$ cat src/rtl/dungv_pkg.sv
// Shared encodings for the dungv execution core: instruction flags, opcodes,
// memory sub-ops and FSM state values.
package dungv_pkg;

  localparam logic [1:0] FLAG_CTL = 2'd0;
  localparam logic [1:0] FLAG_ALU = 2'd1;
  localparam logic [1:0] FLAG_MOV = 2'd2;
  localparam logic [1:0] FLAG_MEM = 2'd3;

  localparam logic [3:0] OP_NOP  = 4'h0;
  localparam logic [3:0] OP_ADD  = 4'h1;
  localparam logic [3:0] OP_SUB  = 4'h2;
  localparam logic [3:0] OP_AND  = 4'h3;
  localparam logic [3:0] OP_OR   = 4'h4;
  localparam logic [3:0] OP_XOR  = 4'h5;
  localparam logic [3:0] OP_SHR  = 4'h6;
  localparam logic [3:0] OP_SHL  = 4'h7;
  localparam logic [3:0] OP_ROR  = 4'h8;
  localparam logic [3:0] OP_ROL  = 4'h9;
  localparam logic [3:0] OP_NOT  = 4'hA;
  localparam logic [3:0] OP_MUL  = 4'hB;
  localparam logic [3:0] OP_JEQ  = 4'hC;
  localparam logic [3:0] OP_JNE  = 4'hD;
  localparam logic [3:0] OP_JLTU = 4'hE;
  localparam logic [3:0] OP_JMP  = 4'hF;

  localparam logic [3:0] MOV_MOV  = 4'h2;
  localparam logic [3:0] MOV_LDI  = 4'h3;
  localparam logic [3:0] CTL_HALT = 4'hF;

  localparam logic [1:0] MEM_LD  = 2'd1;
  localparam logic [1:0] MEM_ST  = 2'd2;
  localparam logic [1:0] MEM_STI = 2'd3;

  localparam logic [1:0] ST_FETCH  = 2'd0;
  localparam logic [1:0] ST_EXEC   = 2'd1;
  localparam logic [1:0] ST_LOADWB = 2'd2;
  localparam logic [1:0] ST_HALT   = 2'd3;

endpackage

$ cat src/rtl/dungv_alu.sv
// Combinational ALU for opcodes ADD..MUL; results truncated to DATA_W bits.
module dungv_alu
  import dungv_pkg::*;
#(
  parameter  int DATA_W = 16,
  localparam int SH_W   = $clog2(DATA_W)
) (
  input  logic [3:0]        op,
  input  logic [DATA_W-1:0] a,
  input  logic [DATA_W-1:0] b,
  input  logic [SH_W-1:0]   amt,
  output logic [DATA_W-1:0] res
);

  logic [SH_W:0] amt_inv;

  always_comb begin
    // amount 0 makes amt_inv == DATA_W, so the wrapped half shifts out to zero
    amt_inv = (SH_W+1)'(DATA_W) - {1'b0, amt};
    res     = a;
    case (op)
      OP_ADD:  res = a + b;
      OP_SUB:  res = a - b;
      OP_AND:  res = a & b;
      OP_OR:   res = a | b;
      OP_XOR:  res = a ^ b;
      OP_SHR:  res = a >> amt;
      OP_SHL:  res = a << amt;
      OP_ROR:  res = (a >> amt) | (a << amt_inv);
      OP_ROL:  res = (a << amt) | (a >> amt_inv);
      OP_MUL:  res = a * b;
      default: res = a;
    endcase
  end

endmodule

$ cat src/rtl/dungv_core.sv
// Multi-cycle execution core: FETCH/EXEC/LOADWB/HALT FSM, register file, PC,
// data-memory port and a registered result port.
module dungv_core
  import dungv_pkg::*;
#(
  parameter  int                DATA_W   = 16,
  parameter  int                NREGS    = 64,
  parameter  int                PC_W     = 8,
  parameter  int                MEM_AW   = 10,
  parameter  logic [DATA_W-1:0] REG_INIT = '1,
  localparam int                RA_W     = $clog2(NREGS),
  localparam int                SH_W     = $clog2(DATA_W),
  localparam int                IW       = 6 + 2*RA_W + DATA_W
) (
  input  logic              clk,
  input  logic              rst,
  output logic [PC_W-1:0]   pc,
  output logic              instr_req,
  input  logic              instr_valid,
  input  logic [IW-1:0]     instr,
  output logic [MEM_AW-1:0] dmem_addr,
  output logic              dmem_we,
  output logic [DATA_W-1:0] dmem_wdata,
  input  logic [DATA_W-1:0] dmem_rdata,
  output logic [DATA_W-1:0] out_port,
  output logic              out_valid,
  output logic              halted,
  output logic [1:0]        dbg_state
);

  // Fetch handshake: instr_req is high only in FETCH; a word is taken on any
  // cycle where instr_req and instr_valid are both high, otherwise FETCH holds.

  logic [1:0]        state_q, state_d;
  logic [PC_W-1:0]   pc_q, pc_d;
  logic [IW-1:0]     instr_q, instr_d;
  logic [DATA_W-1:0] out_port_q, out_port_d;
  logic              out_valid_q, out_valid_d;
  logic [DATA_W-1:0] regs_q [NREGS];
  logic [DATA_W-1:0] regs_d [NREGS];

  logic [1:0]        flag;
  logic [3:0]        oper;
  logic [RA_W-1:0]   rega, regb;
  logic [DATA_W-1:0] imm, ra_val, rb_val, alu_res;
  logic [PC_W-1:0]   pc_inc, jmp_tgt;
  logic              wb_en, dmem_we_c;
  logic [RA_W-1:0]   wb_addr;
  logic [DATA_W-1:0] wb_data, dmem_wdata_c;

  assign flag    = instr_q[IW-1 -: 2];
  assign oper    = instr_q[IW-3 -: 4];
  assign rega    = instr_q[IW-7 -: RA_W];
  assign regb    = instr_q[DATA_W +: RA_W];
  assign imm     = instr_q[DATA_W-1:0];
  assign ra_val  = regs_q[rega];
  assign rb_val  = regs_q[regb];
  assign pc_inc  = pc_q + 1'b1;
  assign jmp_tgt = imm[PC_W-1:0];

  dungv_alu #(.DATA_W(DATA_W)) u_alu (
    .op  (oper),
    .a   (ra_val),
    .b   (rb_val),
    .amt (imm[SH_W-1:0]),
    .res (alu_res)
  );

  always_comb begin
    state_d      = state_q;
    pc_d         = pc_q;
    instr_d      = instr_q;
    out_port_d   = out_port_q;
    out_valid_d  = 1'b0;
    wb_en        = 1'b0;
    wb_addr      = rega;
    wb_data      = alu_res;
    dmem_we_c    = 1'b0;
    dmem_wdata_c = ra_val;
    case (state_q)
      ST_FETCH: begin
        if (instr_valid) begin
          instr_d = instr;
          state_d = ST_EXEC;
        end
      end
      ST_EXEC: begin
        state_d = ST_FETCH;
        pc_d    = pc_inc;
        case (flag)
          FLAG_ALU: begin
            case (oper)
              OP_ADD, OP_SUB, OP_AND, OP_OR, OP_XOR, OP_SHR, OP_SHL,
              OP_ROR, OP_ROL, OP_MUL: wb_en = 1'b1;
              OP_NOT: begin
                wb_en   = 1'b1;
                wb_addr = regb;
                wb_data = ~ra_val;
              end
              OP_JEQ:  if (ra_val == rb_val) pc_d = jmp_tgt;
              OP_JNE:  if (ra_val != rb_val) pc_d = jmp_tgt;
              OP_JLTU: if (ra_val < rb_val) pc_d = jmp_tgt;
              OP_JMP:  pc_d = jmp_tgt;
              default: ;
            endcase
          end
          FLAG_MOV: begin
            if (oper == MOV_MOV) begin
              wb_en   = 1'b1;
              wb_data = rb_val;
            end else if (oper == MOV_LDI) begin
              wb_en   = 1'b1;
              wb_data = imm;
            end
          end
          FLAG_MEM: begin
            case (oper[1:0])
              MEM_LD: begin
                state_d = ST_LOADWB;
                pc_d    = pc_q;
              end
              MEM_ST: dmem_we_c = 1'b1;
              MEM_STI: begin
                dmem_we_c    = 1'b1;
                dmem_wdata_c = imm;
              end
              default: ;
            endcase
          end
          default: begin
            if (oper == CTL_HALT) begin
              state_d = ST_HALT;
              pc_d    = pc_q;
            end
          end
        endcase
      end
      ST_LOADWB: begin
        wb_en   = 1'b1;
        wb_data = dmem_rdata;
        pc_d    = pc_inc;
        state_d = ST_FETCH;
      end
      default: state_d = ST_HALT;
    endcase

    // Result port mirrors whatever was written this cycle, register or memory.
    if (wb_en) begin
      out_port_d  = wb_data;
      out_valid_d = 1'b1;
    end else if (dmem_we_c) begin
      out_port_d  = dmem_wdata_c;
      out_valid_d = 1'b1;
    end

    regs_d = regs_q;
    if (wb_en) regs_d[wb_addr] = wb_data;
  end

  always_ff @(posedge clk) begin
    if (rst) begin
      state_q     <= ST_FETCH;
      pc_q        <= '0;
      instr_q     <= '0;
      out_port_q  <= '0;
      out_valid_q <= 1'b0;
      for (int i = 0; i < NREGS; i++) regs_q[i] <= REG_INIT;
    end else begin
      state_q     <= state_d;
      pc_q        <= pc_d;
      instr_q     <= instr_d;
      out_port_q  <= out_port_d;
      out_valid_q <= out_valid_d;
      regs_q      <= regs_d;
    end
  end

  assign pc         = pc_q;
  assign instr_req  = (state_q == ST_FETCH);
  assign halted     = (state_q == ST_HALT);
  assign dmem_addr  = imm[MEM_AW-1:0];
  assign dmem_we    = dmem_we_c & ~rst;
  assign dmem_wdata = dmem_wdata_c;
  assign out_port   = out_port_q;
  assign out_valid  = out_valid_q;
  assign dbg_state  = state_q;

endmodule
$ cat config.mk
export PLATFORM = sky130hd
export DESIGN_NAME = dungv_core
export DESIGN_NICKNAME = d
export VERILOG_FILES = /design/src/rtl/dungv_pkg.sv /design/src/rtl/dungv_alu.sv /design/src/rtl/dungv_core.sv
export SDC_FILE = /design/constraint.sdc
export NUM_CORES = 2
export LEC_CHECK = 0
export CAP_MARGIN = 20
export CORE_MARGIN = 5
export CORE_UTILIZATION = 40
export CTS_CLUSTER_DIAMETER = 100
export DETAILED_ROUTE_END_ITERATION = 12
export PLACE_DENSITY_LB_ADDON = 0.2
export SLEW_MARGIN = 10
export SYNTH_ARGS = -nofsm -noshare
export SYNTH_HDL_FRONTEND = slang
export SYNTH_SLANG_ARGS = --single-unit
$ cat constraint.sdc
create_clock -name clk -period 21.7 [get_ports clk]
set_input_delay 3.255 -clock clk [delete_from_list [all_inputs] [get_ports clk]]
set_output_delay 3.255 -clock clk [all_outputs]
set_load 0.02 [all_outputs]
# After elaboration in Yosys (flattened, before gate mapping)
# Cells that the tools add are included.
[op_classes] order_cmp=5 muxes=46 bitwise_logic=11 n_eq_ne=29 add_sub_neg=4 multipliers=1 n_reduce_logical=9 shift=4
[ops] cell="$bwmux W1024" n=1
[ops] cell="$mux W16" n=13
[ops] cell="$bmux W16 S6" n=2
[ops] cell="$pmux W16 S10" n=1
[ops] cell="$demux W16 S6" n=1
[ops] cell="$pmux W16 S2" n=2
[ops] cell="$or A16 B16 Y16" n=3
[ops] cell="$mux W8" n=5
[ops] cell="$eq A4 B4 Y1 const B" n=8
[ops] cell="$pmux W8 S4" n=1
[ops] cell="$pmux W8 S3" n=1
[ops] cell="$ge A7 B7 Y1 const B" n=3
[ops] cell="$not A6 Y7" n=3
[ops] cell="$mux W6" n=3
[ops] cell="$add A16 B16 Y16" n=1
[ops] cell="$and A16 B16 Y16" n=1
[ops] cell="$eq A16 B16 Y1" n=1
[ops] cell="$eq A4 B3 Y1 const B" n=4
[ops] cell="$lt A16 B16 Y1" n=1
[ops] cell="$mul A16 B16 Y16" n=1
[ops] cell="$ne A16 B16 Y1" n=1
[ops] cell="$not A16 Y16" n=1
[ops] cell="$pmux W8 S2" n=1
[ops] cell="$shl A16 B4 Y16" n=1
[ops] cell="other kinds (29)" n=49
[word_totals] reg_bits=1085 output_inout_bits=56 in_bits=53 wordCells=178

# Depth between registers and ports, before layout
[logic_depth] depth_word=12 ltp_mapped=41 ltp_nobuf=31

# By module
# Synthesis repeated with hierarchy kept, for this count alone.
[hier_totals] cells_unflattened=6854 area_unflattened_um2=65210.0
[by_module_without_submodules] module="dungv_core" instances=1 area_per_inst_um2=56648.1 cells_each=5664 seq_area_each_um2=21720.8
[by_module_without_submodules] module="dungv_alu" instances=1 area_per_inst_um2=8562.0 cells_each=1190 seq_area_each_um2=0.0

# Worst setup path before layout
# No wires, ideal clock.
[synth_path] path_kind="reg2reg" startpoint="register instr_q[16]" endpoint="register regs_q[1006] in the netlist's numbering" arrival_time_ns=8.490 path_buffers=8 slack_ns=13.082 stages_incl_launch_ff=37 period_less_slack_ns=8.618 setup_time_ns=0.128 required_ns=21.572 cell_sequence="dfxtp_1 > buf_4 > buf_6 > buf_6 > buf_6 > buf_2 > mux4_2 > mux4_2 > a22oi_1 > o21a_1 > clkbuf_1 > inv_1 > ha_1 > fa_1 > inv_1 > fa_1 > inv_1 > fa_1 > fa_1 > fa_1 > inv_1 > fa_1 > inv_1 > ha_1 > a21oi_1 > o22ai_1 > a21oi_1 > nand2_1 > a31oi_1 > nand3_1 > nor4_1 > nand2_1 > a22oi_1 > a31o_1 > clkbuf_1 > clkbuf_1 > o21ai_0"
[synth_via] elab_chain_cells=11 elab_cells_between_ends=26 classes_between="add/sub (2); mul (1); order compare (2); mux (15); bitwise (5); reduce/logical (1)"
[synth_rtl] element="start: declaration" line_no="dungv_core.sv:36" text="logic [IW-1:0] instr_q, instr_d;"
[synth_rtl] element="start signal: assignment" line_no="dungv_core.sv:171" text="instr_q <= instr_d;"
[synth_rtl] element="$not A6 Y7 (implied by the code)" line_no="dungv_core.sv:57" text="assign rb_val = regs_q[regb];"
[synth_rtl] element="$bmux W16 S6" line_no="dungv_core.sv:57"
[synth_rtl] element="$mux W16 (implied by the code) (2 in a row)" line_no="dungv_core.sv:57"
[synth_rtl] element="$mul A16 B16 Y16 (tied with other cells)" line_no="dungv_alu.sv:31" text="OP_MUL: res = a * b;"
[synth_rtl] element="$pmux W16 S10" line_no="dungv_alu.sv:21" text="case (op)"
[synth_rtl] element="$mux W16" line_no="dungv_core.sv:111" text="end else if (oper == MOV_LDI) begin"
[synth_rtl] element="$mux W16" line_no="dungv_core.sv:108" text="if (oper == MOV_MOV) begin"
[synth_rtl] element="$pmux W16 S2" line_no="dungv_core.sv:90" text="case (flag)"
[synth_rtl] element="$pmux W16 S2" line_no="dungv_core.sv:80" text="case (state_q)"
[synth_rtl] element="$bwmux W1024 *" line_no="dungv_core.sv:157" text="if (wb_en) regs_d[wb_addr] = wb_data;"
[synth_rtl] element="end signal: assignment" line_no="dungv_core.sv:174" text="regs_q <= regs_d;"
[synth_rtl] element="end: declaration" line_no="dungv_core.sv:39" text="logic [DATA_W-1:0] regs_q [NREGS];"
# Every way passes the cells marked *; elsewhere a longest branch is shown, timed or not. The select of a mux whose other input is x is not followed.
# A chain may end at the register's enable or synchronous reset.

# Worst setup path in the final report
[layout_path] startpoint="register instr_q[22]" endpoint="register regs_q[889] in the netlist's numbering"
[layout_via] elab_chain_cells=12 elab_cells_between_ends=33 classes_between="add/sub (2); mul (1); order compare (2); shift (4); mux (15); bitwise (8); reduce/logical (1)"
[layout_rtl] element="branches (longest 11 deep; another with $mul A16 B16 Y16)"
[layout_rtl] element="$bwmux W1024 *" line_no="dungv_core.sv:157"
# Every way passes the cells marked *. The select of a mux whose other input is x is not followed.

==> summary.md <==
| Metric | Value |
|---|---|
| CP Data Arrival Time | 12.27 ns |
| Worst Hold Class | flop to flop |
| Layout cells sized above 1 | 16.16% |
| Clk slew on worst S/H paths | 0.06 ns |
| Cell family with most CP delay | adder cells |
| Primary FF master, synth | dfxtp_1 |
| Final core occ | 44.73% |
| Largest net degree at the start of global routing | 104 |
| Core area | 162,200 sq um |
| Area grow syn2layout | 11.49% |
| Rel. slew slack | 13.70% |
| CTS tree | done |
| Most area-consuming cells after synthesis | dfxtp_1 (33%), mux4_2 (19%), a21oi_1 (7.6%), o21ai_0 (5.0%), clkbuf_1 (3.3%) |
| Tot Pwr | 8.749 mW |
| Power share of the clock group | 26.2% |
| CP required | 22.31 ns |
| GRT Resource Usage Total | 32.70% |
| Number of setup buffers added after CTS | 0 |
| Worst-margin pin slew | 1.286 ns |
| Max VDD drop | 0.0003614 V |
| Vias per cell | 6.668 |
| Post-synth EDFFs | 0 |
| # DRC | 0 |
| Vias in the first global route | 56,550 |
| Synthesized flop and latch total | 1,085 |
| Routed Antenna Nets | 0 |
| Pleak | 23.77 nW |
| Root Driver | clkbuf_16 |
| Grt total ovfl | 0 |
| Antenna violations before repair | 11 |
| Vias | 60,710 |
| Sw Ratio | 42.16% |
| Mean routed wirelength per cell | 31.62 microns |
| Clock period minus final worst setup slack | 11.66 ns |
| Worst-skew pair later-pin latency | 0.79 ns |
| WL final | 287.9 mm |
| Fin. Hold Viols | 0 |
| Initial Util | 40.12% |
| Clk buf depth | 3 |
| Final setup fails | 0 |
| WP buf/inv | 11 |
| GPL Wtd Cong | 1.002 |
| Ports | 109 |
| Cells after synthesis | 7,118 |
| Setup_tns | 0 ns |
| Max Clock Skew | 0.05818 ns |
| Die area | 170,900 sq um |
| Largest fanout on the critical path | 86 |
| H-tree level count | 4 |
| Drt pass-1 iters | 6 |
| Unrepaired setup endpoints after global routing | no |
| TritonCTS buffer count | 133 |
| Post-Syn Area | 65,080 sq um |
| Power per cell area | 120.6 nW/um^2 |
| Slew Limit Fails | 0 |
| Crit end category | flop |
| Launching element type of the critical path | flop |
| Hold-fix buffers, CTS | 0 |
| CTS Sinks | 1,085 |
| Critical path class | flop to flop |
| Tcrit/Tclk final | 53.71% |
| Final HPWL DP | 193.5 mm |
| Area leader, netlist | dfxtp_1 |
| Post-synth top area share | 33.37% |
| First-pass GRT wire length | 411.8 mm |
| Initial DRC Count | 9,433 |
| Most frequent CP cell | inv_1 |
| Commonest cells post-synth | dfxtp_1 (1,085), a21oi_1 (987), o21ai_0 (648), clkbuf_1 (564), mux4_2 (555) |
| Top-count cell post-synth | dfxtp_1 |
| Nets | 7,067 |
| Filler cell count | 15,790 |
| Max_cap viols | 0 |
| Port Buffer Count | 108 |
| Int Power | 5.061 mW |
| Crit-path slowest cell | dfxtp_4 |
| Flop pwr share | 23.2% |
| Fmax | 0.08579 GHz |
| Syn Nets | 7,360 |
| Async SR Flop Fraction | 0% |
| Chip height | 413.4 microns |
| Die Wd | 413.4 microns |
| Syn Area/Cell | 9.144 sq um |
| Net Sw Power | 3.688 mW |
| Sequential area share after synthesis | 33.37% |
| # rows | 148 |
| Yosys warns | 0 |
| Outcome | completed |
| Comb pwr share | 50.6% |
| Synth cell types | 95 |
| Fin Hold WS | 0.4841 ns |
| Worst path max stage delay | 0.82 ns |
| Resize count post-CTS | 0 |
state kept, by name, indices dropped and copies added (netlist names):
register	flops
regs_q	1024
out_port	16
instr_q	34
out_valid	1
dbg_state	2
pc	8
layout by cell type, fill, tap and decap left out, drive strengths merged, types with 57 or more instances in the layout:
| cell type | count |
|---|---|
| fa | 82 |
| mux2i | 120 |
| mux4 | 555 |
| inv | 200 |
| nand3 | 192 |
| o211ai | 82 |
| dfxtp | 1085 |
| a22oi | 79 |
| a31oi | 86 |
| o21bai | 57 |
| nand2 | 499 |
| clkbuf | 194 |
| o21ai | 818 |
| buf | 244 |
| nand4 | 74 |
| a21oi | 989 |
| ha | 107 |
| clkdlybuf4s50 | 107 |
| nor2 | 405 |
| nor3 | 271 |
logic make-up (layout without fill, tap and decap cells):
family | Yosys count | in the layout | synth area share [%]
flops | 1085 | 1085 | 33.37
buf+inv | 983 | 789 | 6.457
other cells | 0 | 6 | 0
xor+xnor | 44 | 44 | 0.6574
compound gates | 2467 | 2467 | 21.84
simple gates | 1652 | 1652 | 11.64
fa+ha+maj | 189 | 189 | 4.579
mux | 698 | 698 | 21.45
power groups by stage:
stage	sequential (mW)	combinational, mW	clock (mW)
final	2.03	4.43	2.29
after global routing	2.03	4.83	2.40
after CTS	2.03	4.34	2.31
after detailed placement	2.07	4.31	0
after global placement	2.07	4.31	0
after floorplan	2.05	3.17	0
metal layers:
layer | GRT usage, % | up-vias | wire, microns | part of all wire (%)
met5 | 0 | - | 26 | 0.0090
met4 | 18.25 | 4 | 19690 | 6.8
met3 | 7.105 | 897 | 29510 | 10
met2 | 50.04 | 3941 | 127100 | 44
met1 | 43.04 | 29980 | 111600 | 39
li1 | - | 25890 | - | -
path summary, 6_finish.rpt:
check / startpoint / to / slack, ns / cells after the start
worst max-delay path: instr_q[22] / regs_q[889] / 10.04 / 32
worst max register to register: instr_q[22] / regs_q[889] / 10.04 / 32
worst min-delay path: regs_q[20] / regs_q[20] / 0.48 / 2
worst min register to register: regs_q[20] / regs_q[20] / 0.48 / 2
worst reg2reg max path, delay by kind of cell, from the launching register on:
family / cells / cell delay (ns)
buf+inv: 11 / 3.20
simple gates: 2 / 0.84
flops: 1 / 0.82
mux: 3 / 1.32
fa+ha+maj: 8 / 3.34
compound gates: 8 / 1.97
area by class of cell:
| class | instances | area [sq um] | share of cell area, % |
|---|---|---|---|
| clock inverter | 44 | 626.9 | 0.8639 |
| sequential | 1085 | 21750 | 29.98 |
| tap | 2175 | 2721 | 3.750 |
| timing repair buffer | 355 | 3408 | 4.697 |
| clock buffer | 190 | 3865 | 5.327 |
| multi-input combinational | 5050 | 39420 | 54.33 |
| antenna | 6 | 15.01 | 0.02069 |
| inverter | 200 | 750.7 | 1.035 |
stage by stage:
step	setup WS [ns]	cell area, sq um	std cells
detailed placement	10.22	67700	8844
finish	10.04	72560	9105
global placement	10.29	67350	8827
CTS	10.19	72190	9078
floorplan	13.08	65080	7118
global route	9.645	72550	9100
(Power assumes the default switching activity.)
